[src/rtl/pixie_raster_gen.sv]
// Pixie raster generator: raster timing, 1-bpp frame-buffer fetch and
// MSB-first pixel serialiser, all advancing on the pixel clock-enable.
module pixie_raster_gen #(
    parameter int unsigned H_TOTAL   = 112,
    parameter int unsigned H_ACTIVE  = 64,
    parameter int unsigned HS_START  = 82,
    parameter int unsigned HS_WIDTH  = 12,
    parameter int unsigned V_TOTAL   = 262,
    parameter int unsigned V_ACTIVE  = 128,
    parameter int unsigned VS_START  = 182,
    parameter int unsigned VS_HEIGHT = 16,
    parameter int unsigned V_REPEAT  = 1,
    parameter int unsigned FB_AW     = 10
) (
    input  logic             clk,
    input  logic             reset,
    input  logic             ce_pix,
    input  logic             disp_on,
    output logic             fb_read_en,
    output logic [FB_AW-1:0] fb_addr,
    input  logic [7:0]       fb_data,
    output logic             video,
    output logic             de,
    output logic             hsync,
    output logic             vsync,
    output logic             csync,
    output logic             hblank,
    output logic             vblank,
    output logic             frame_start
);

    localparam int unsigned HW   = $clog2(H_TOTAL);
    localparam int unsigned VW   = $clog2(V_TOTAL);
    localparam int unsigned RW   = (V_REPEAT > 1) ? $clog2(V_REPEAT) : 1;
    localparam int unsigned COLB = $clog2(H_ACTIVE / 8);

    // Counter state; primed is 0 until the first tick after reset so that tick lands on h=0, v=0
    logic [HW-1:0]    h, h_nx;
    logic [VW-1:0]    v, v_nx;
    logic [RW-1:0]    rep, rep_nx;
    logic [VW-1:0]    row, row_nx;
    logic             primed;
    logic             disp_latched;
    logic [7:0]       shreg;

    // Derived next-tick values
    logic             fs_nx;
    logic             disp_nx;
    logic [HW-1:0]    hd_nx;
    logic [VW-1:0]    vd_nx;
    logic             act_h_nx;
    logic             act_v_nx;
    logic             hs_nx;
    logic             vs_nx;
    logic             rd_nx;
    logic [FB_AW-1:0] fb_addr_nx;
    logic             load;
    logic [7:0]       shreg_nx;

    // Next raster position: h wraps into v, v carries rep, rep wrap advances row
    always_comb begin
        h_nx   = h;
        v_nx   = v;
        rep_nx = rep;
        row_nx = row;
        if (!primed) begin
            h_nx   = '0;
            v_nx   = '0;
            rep_nx = '0;
            row_nx = '0;
        end else if (h == HW'(H_TOTAL - 1)) begin
            h_nx = '0;
            if (v == VW'(V_TOTAL - 1)) begin
                v_nx   = '0;
                rep_nx = '0;
                row_nx = '0;
            end else begin
                v_nx = v + VW'(1);
                if (rep == RW'(V_REPEAT - 1)) begin
                    rep_nx = '0;
                    row_nx = row + VW'(1);
                end else begin
                    rep_nx = rep + RW'(1);
                end
            end
        end else begin
            h_nx = h + HW'(1);
        end
    end

    // Fetch, shifter and timing decode for the upcoming tick; timing uses the position two ticks back
    always_comb begin
        fs_nx   = (h_nx == '0) && (v_nx == '0);
        disp_nx = fs_nx ? disp_on : disp_latched;

        if (h_nx >= HW'(2)) begin
            hd_nx = h_nx - HW'(2);
            vd_nx = v_nx;
        end else begin
            hd_nx = h_nx + HW'(H_TOTAL - 2);
            vd_nx = (v_nx == '0) ? VW'(V_TOTAL - 1) : v_nx - VW'(1);
        end

        act_h_nx = 32'(hd_nx) < H_ACTIVE;
        act_v_nx = 32'(vd_nx) < V_ACTIVE;
        hs_nx    = (32'(hd_nx) >= HS_START) && (32'(hd_nx) < HS_START + HS_WIDTH);
        vs_nx    = (32'(vd_nx) >= VS_START) && (32'(vd_nx) < VS_START + VS_HEIGHT);

        rd_nx      = (h_nx[2:0] == 3'd0) && (32'(h_nx) < H_ACTIVE) &&
                     (32'(v_nx) < V_ACTIVE) && disp_nx;
        fb_addr_nx = FB_AW'((32'(row_nx) << COLB) | 32'(h_nx >> 3));

        load     = primed && (h[2:0] == 3'd1) && (32'(h) < H_ACTIVE) && (32'(v) < V_ACTIVE);
        shreg_nx = load ? fb_data : {shreg[6:0], 1'b0};
    end

    // State and registered outputs; only fb_read_en moves on clocks without ce_pix
    always_ff @(posedge clk) begin
        if (reset) begin
            h            <= '0;
            v            <= '0;
            rep          <= '0;
            row          <= '0;
            primed       <= 1'b0;
            disp_latched <= 1'b0;
            shreg        <= '0;
            fb_read_en   <= 1'b0;
            fb_addr      <= '0;
            video        <= 1'b0;
            de           <= 1'b0;
            hsync        <= 1'b0;
            vsync        <= 1'b0;
            csync        <= 1'b0;
            hblank       <= 1'b0;
            vblank       <= 1'b0;
            frame_start  <= 1'b0;
        end else begin
            fb_read_en <= 1'b0;
            if (ce_pix) begin
                h            <= h_nx;
                v            <= v_nx;
                rep          <= rep_nx;
                row          <= row_nx;
                primed       <= 1'b1;
                disp_latched <= disp_nx;
                shreg        <= shreg_nx;
                fb_read_en   <= rd_nx;
                if (rd_nx) begin
                    fb_addr <= fb_addr_nx;
                end
                video       <= shreg_nx[7] & act_h_nx & act_v_nx & disp_nx;
                de          <= act_h_nx & act_v_nx;
                hsync       <= hs_nx;
                vsync       <= vs_nx;
                csync       <= hs_nx ^ vs_nx;
                hblank      <= ~act_h_nx;
                vblank      <= ~act_v_nx;
                frame_start <= fs_nx;
            end
        end
    end

endmodule

[config.mk]
export PLATFORM = sky130hd
export DESIGN_NAME = pixie_raster_gen
export DESIGN_NICKNAME = d
export VERILOG_FILES = /design/src/rtl/pixie_raster_gen.sv
export SDC_FILE = /design/constraint.sdc
export NUM_CORES = 1
export LEC_CHECK = 0
export ABC_CLOCK_PERIOD_IN_PS = 5100
export CORE_AREA = 2 2 74 76
export DETAILED_ROUTE_END_ITERATION = 10
export DIE_AREA = 0 0 76 78
export PLACE_DENSITY = 0.87
export RECOVER_POWER = 25
export SLEW_MARGIN = 0
export SYNTH_ARGS = -nofsm -noshare
export SYNTH_HDL_FRONTEND = slang
export SYNTH_SLANG_ARGS = --single-unit
[constraint.sdc]
create_clock -name clk -period 5.1 [get_ports clk]
set_input_delay 1.02 -clock clk [delete_from_list [all_inputs] [get_ports clk]]
set_output_delay 1.02 -clock clk [all_outputs]
set_load 0.01 [all_outputs]
# Word level (Yosys, flattened, before mapping)
# Cells that the tools add are included.
# totals
register_bits	54
latchBits	0
ramBits	0
romBits	0
inputBits	12
output_inout_bits	19
wordCells	81
memories	0
# classes
add_sub_neg	7
mul	0
n_div	0
magnitude_cmp	11
eq_ne	4
n_shift	0
mux	18
bitwise	9
n_reduce_logical	15
# op_table
cell	count
$mux W9	9
$lt A9 B8 Y1 const B	4
$lt A7 B7 Y1 const B	4
$mux W7	3
$add A9 B1 Y9 const B	2
$or A10 B4 Y10	1
$eq A9 B9 Y1 const B	1
$ge A9 B8 Y1 const B	1
$logic_and A1 B1 Y1	9
$logic_not A9 Y1	1
$sub A9 B1 Y9 const B	1
$mux W8	1
$add A7 B1 Y7 const B	1
$add A7 B7 Y7 const B	1
$eq A7 B7 Y1 const B	1
$ge A7 B2 Y1 const B	1
$ge A7 B7 Y1 const B	1
$logic_not A7 Y1	1
$sub A7 B2 Y7 const B	1
$mux W1	5
$and A1 B1 Y1	4
$reduce_and A2 Y1	2
$eq A3 B1 Y1 const B	1
$logic_not A3 Y1	1
other kinds (5)	7

# Depth between registers and ports, before layout
# Gate-level depths: netlist of the first run.
# depth
word_depth	10
mapped_depth	15
ltp_nobuf	13

# Least setup slack after synthesis of the first run
# OpenSTA, ideal clock, no wires.
# synth_path
path_kind	register to register
from	reg h[0]
to	reg fb_addr[0]
setup_ns	0.071
arrival_time_ns	3.351
t_required_ns	5.029
path_slack_ns	1.679
path_stages_with_launch	15
path_buffers	3
period_less_slack_ns	3.421
path_cell_list	dfxtp_1 > ha_1 > buf_2 > nand4_4 > clkbuf_1 > a2111oi_0 > o21ai_0 > ha_1 > and4b_1 > mux2_1 > nand2_1 > or4b_1 > clkbuf_1 > or3_1 > a21oi_1
# synth_between
elab_chain_len	8
elab_cells_between_ends	18
classes_between	add/sub (1); order compare (2); eq/ne (1); mux (5); bitwise (1); reduce/logical (8)
# synth_rtl
item	line	text
from (decl)	38	logic [HW-1:0] h, h_nx;
from (signal assigned)	140	h <= h_nx;
$add A7 B1 Y7 or $eq A7 B7 Y1 (tied branches)	87, 71	
$mux W7 or $mux W9 (tied branches)	71	end else if (h == HW'(H_TOTAL - 1)) begin
$mux W7 or $mux W9 (tied branches)	66	if (!primed) begin
$lt A7 B7 Y1, or another cell as far along	109	rd_nx = (h_nx[2:0] == 3'd0) && (32'(h_nx) < H_ACTIVE) &&
$logic_and A1 B1 Y1 (on tied branches)	109, 93	
$logic_and A1 B1 Y1 or $mux W1 (tied branches)	109, 94	
$logic_and A1 B1 Y1	110	(32'(v_nx) < V_ACTIVE) && disp_nx;
$reduce_and A2 Y1 (no line)	-	
to (signal assigned)	149	fb_addr <= fb_addr_nx;
to (decl)	20	output logic [FB_AW-1:0] fb_addr,
# Parallel ways exist; a longest one is shown, timed or not.
# A chain may end at the register's enable or synchronous reset.

# Worst setup path after layout of the first run
# layout_path
from	in ce_pix
to	reg fb_addr[7]
# layout_between
elab_chain_len	1
# layout_rtl
item	line	text
from (decl)	17	input logic ce_pix,
$reduce_and A2 Y1 (no line)	-	
# Every way passes these cells.

==> results.ini, run 1 <==
[yosys]
ys_seq_area_frac=0.3342
synth.distinct_cells=59
syn-instance-count=389
synthesis.area_sq_mm=0.003055
synth_common_cells=59 x nor2_1, 51 x dfxtp_1, 42 x nand2_1
ys.flop_type=dfxtp_1
synth.most_common_cell=nor2_1
synth_top_area_frac=0.3342
syn-num-nets=408
yosysTopAreaCell=dfxtp_1
synth_area_leaders=dfxtp_1 33%, nor2_1 7.2%, mux2i_1 6.6%
syn_area_per_cell_sq_um=7.855
synth_edf_count=0
ys_warn_count=0
async_reset_ff_frac=0
ys_ff_latch=51

[placement]
dpl_cell_area_sq_mm=0.003307
io_buffers=30
dp_hpwl_microns=4917
gp_congestion=0.9050
dpl.cell_count=460

[sta]
tightest_slew_ns=1.938
skew_ns=0.008466
drv_slew=40
period_minus_slack_ns=4.405
period_share=0.8637
setup_viol=0
timing.fmax_mhz=227.0
finalHoldViolCount=0
hold_ws_ns=0.4586
rsz0062_at_grt=false
slew_headroom=-0.2920
fin_setup_tns_ns=0

[final_layout]
final_cells=468
syn_to_final_growth_pct=12.08
post-route-util=0.6792
fillers=418
fin_area_sq_mm=0.003425
nets=416
antenna_cells=0
final_layout_size_suffix_gt1_frac=0.04774

[critical_path]
setup.worst_path.end_class=flip-flop
path_buf_inv=2
cp_slowest_cell=clkbuf_1
critPathLaunchType=input port
worst-path-stages=6
crit_type=in2reg
arrival_ns=4.64
crit_family=buffers and inverters
worstPathRequired_ns=5.34
reg2regPathDepth=11
crit_path_cell_trace=dlygate4sd3_1, clkbuf_1, nand2_1, or4b_1, or3_1, a21oi_1
critPathMaxFanout=39
critPathMaxStageDelay_ns=1.39

[hold_path]
hold_depth=2
hp-class=reg2reg

[clock_network]
cts_tree=yes
cts.clk_slew.worst_paths_ns=0.10
cts_sinks=51
clock_latency_ns=0.31
htreeDepth=2
numCtsBuffers=5
root_buffer=clkbuf_8
cts_hold_buf=0
cts_buffer_depth=2
postCtsResizedCells=0
post-cts-setup-buffer-count=0

[die]
fp.dieH_microns=78
num_io_pins=31
rows=26
start_util=0.6060
dieArea_sq_mm=0.005928
core_sq_mm=0.005042
die-width_microns=76

[drt]
route.detailed.drc=0
routedWlPerCell_microns=15.38
first_pass_iters=5
vias_per_cell=6.085
routed_wl_microns=7200
num_vias=2848
ant_nets=0
drt_iter0_drc=241

[outcome]
outcome=finished with violations
violations=capacitance limit, slew limit

[run]
maxCapViolCount=1

[power_and_ir_drop]
leakage_nw=1.263
ir_drop_v=0.0001320
powerDensity_mw_per_mm2=227.7

[global_route]
gr-total-overflow=0
grt_max_degree=52
grt_pass1_vias=2532
grt_pass1_wl_microns=11940
antenna_found_initial=0
grt_use_total=0.2480

[worst reg2reg max path: stages, from the launching register on]
cell     delay, ns
dfxtp_1       0.43
ha_1          0.42
and4_1        0.38
nand2_1       0.20
o41ai_2       0.58
nor4_2        0.12
and4b_1       0.22
mux2_1        0.20
nand2_1       0.08
or4b_1        0.86
or3_1         0.45
a21oi_1       0.14
[metrics by stage]
step	setup WS (ns)	power, mW
after floorplan	1.679	0.4617
after global placement	1.236	0.4825
after detailed placement	1.126	0.4831
after CTS	1.080	0.7878
after global routing	0.4314	0.8084
final	0.6949	0.7798
[cells in the final DEF, fill, tap and decap left out, types with 3 or more instances in the layout]
master	instances
nor2_1	59
dfxtp_1	51
nand2_1	42
a21oi_1	38
mux2i_1	20
clkdlybuf4s50_1	19
o21ai_0	12
xnor2_1	11
nand3_1	11
nor3_1	10
dlygate4sd3_1	10
inv_1	7
nor4_1	7
ha_1	7
xor2_1	6
or3_1	6
a311oi_1	6
clkbuf_8	6
and2_1	4
nand4b_1	4
and3_1	4
and4_1	3
nor2b_1	3
nand2b_1	3
nor3b_1	3
nor4b_1	3
o31ai_1	3
[routing by layer]
metal,GRT usage,share of wire,up-vias
met4,0.07455,0.017,0
met1,0.3331,0.45,1316
met2,0.4063,0.46,122
li1,-,-,1396
met5,0,0,-
met3,0.04884,0.068,14
[path summary, 6_finish.rpt]
check / startpoint / end / slack [ns]
hold reg to reg: shreg[0] / shreg[0] / 0.46
setup / recovery: ce_pix / fb_addr[7] / 0.69
hold / removal: shreg[0] / shreg[0] / 0.46
setup reg to reg: h[0] / fb_addr[7] / 0.96
[layout make-up]
cell class | instances | area [sq um] | area share
timing repair buffer | 31 | 299.0 | 0.08732
multi-input combinational | 300 | 1866 | 0.5448
sequential | 51 | 1021 | 0.2981
inverter | 8 | 30.03 | 0.008769
clock inverter | 2 | 38.79 | 0.01133
tap | 70 | 87.58 | 0.02558
clock buffer | 6 | 82.58 | 0.02411
[sequential cells by signal, summed over array words and instances, names as in the netlist, 7 cells and up]
name     flops
fb_addr     10
v            9
row          7
shreg        7
h            7
[report_power, final]
group | internal (mW) | switching (mW)
Clock | 0.162 | 0.144
Combinational | 0.0258 | 0.0384
Sequential | 0.405 | 0.00574
Total | 0.592 | 0.188
[logic make-up after synthesis]
| group | Yosys count | share of synthesized area |
|---|---|---|
| XOR/XNOR | 17 | 0.04873 |
| adder cells (fa/ha/maj) | 7 | 0.02866 |
| AO/OA/AOI/OAI | 81 | 0.1736 |
| flip-flops | 51 | 0.3342 |
| multiplexers | 21 | 0.06920 |
| AND/OR/NAND/NOR | 174 | 0.2903 |
| buffers and inverters | 38 | 0.05528 |
No activity file was read; power rests on OpenSTA's default activity.
==> inputs of run 2 (changes only) <==
--- a/config.mk
+++ b/config.mk
@@ -9,8 +9,10 @@
 export CORE_AREA = 2 2 74 76
 export DETAILED_ROUTE_END_ITERATION = 10
 export DIE_AREA = 0 0 76 78
+export HOLD_SLACK_MARGIN = 0.1
 export PLACE_DENSITY = 0.87
 export RECOVER_POWER = 25
+export SETUP_SLACK_MARGIN = 0.2
 export SLEW_MARGIN = 0
 export SYNTH_ARGS = -nofsm -noshare
 export SYNTH_HDL_FRONTEND = slang
==> results of run 2 <==
No change in the layout: final DEF, timing and power equal those of run 1.
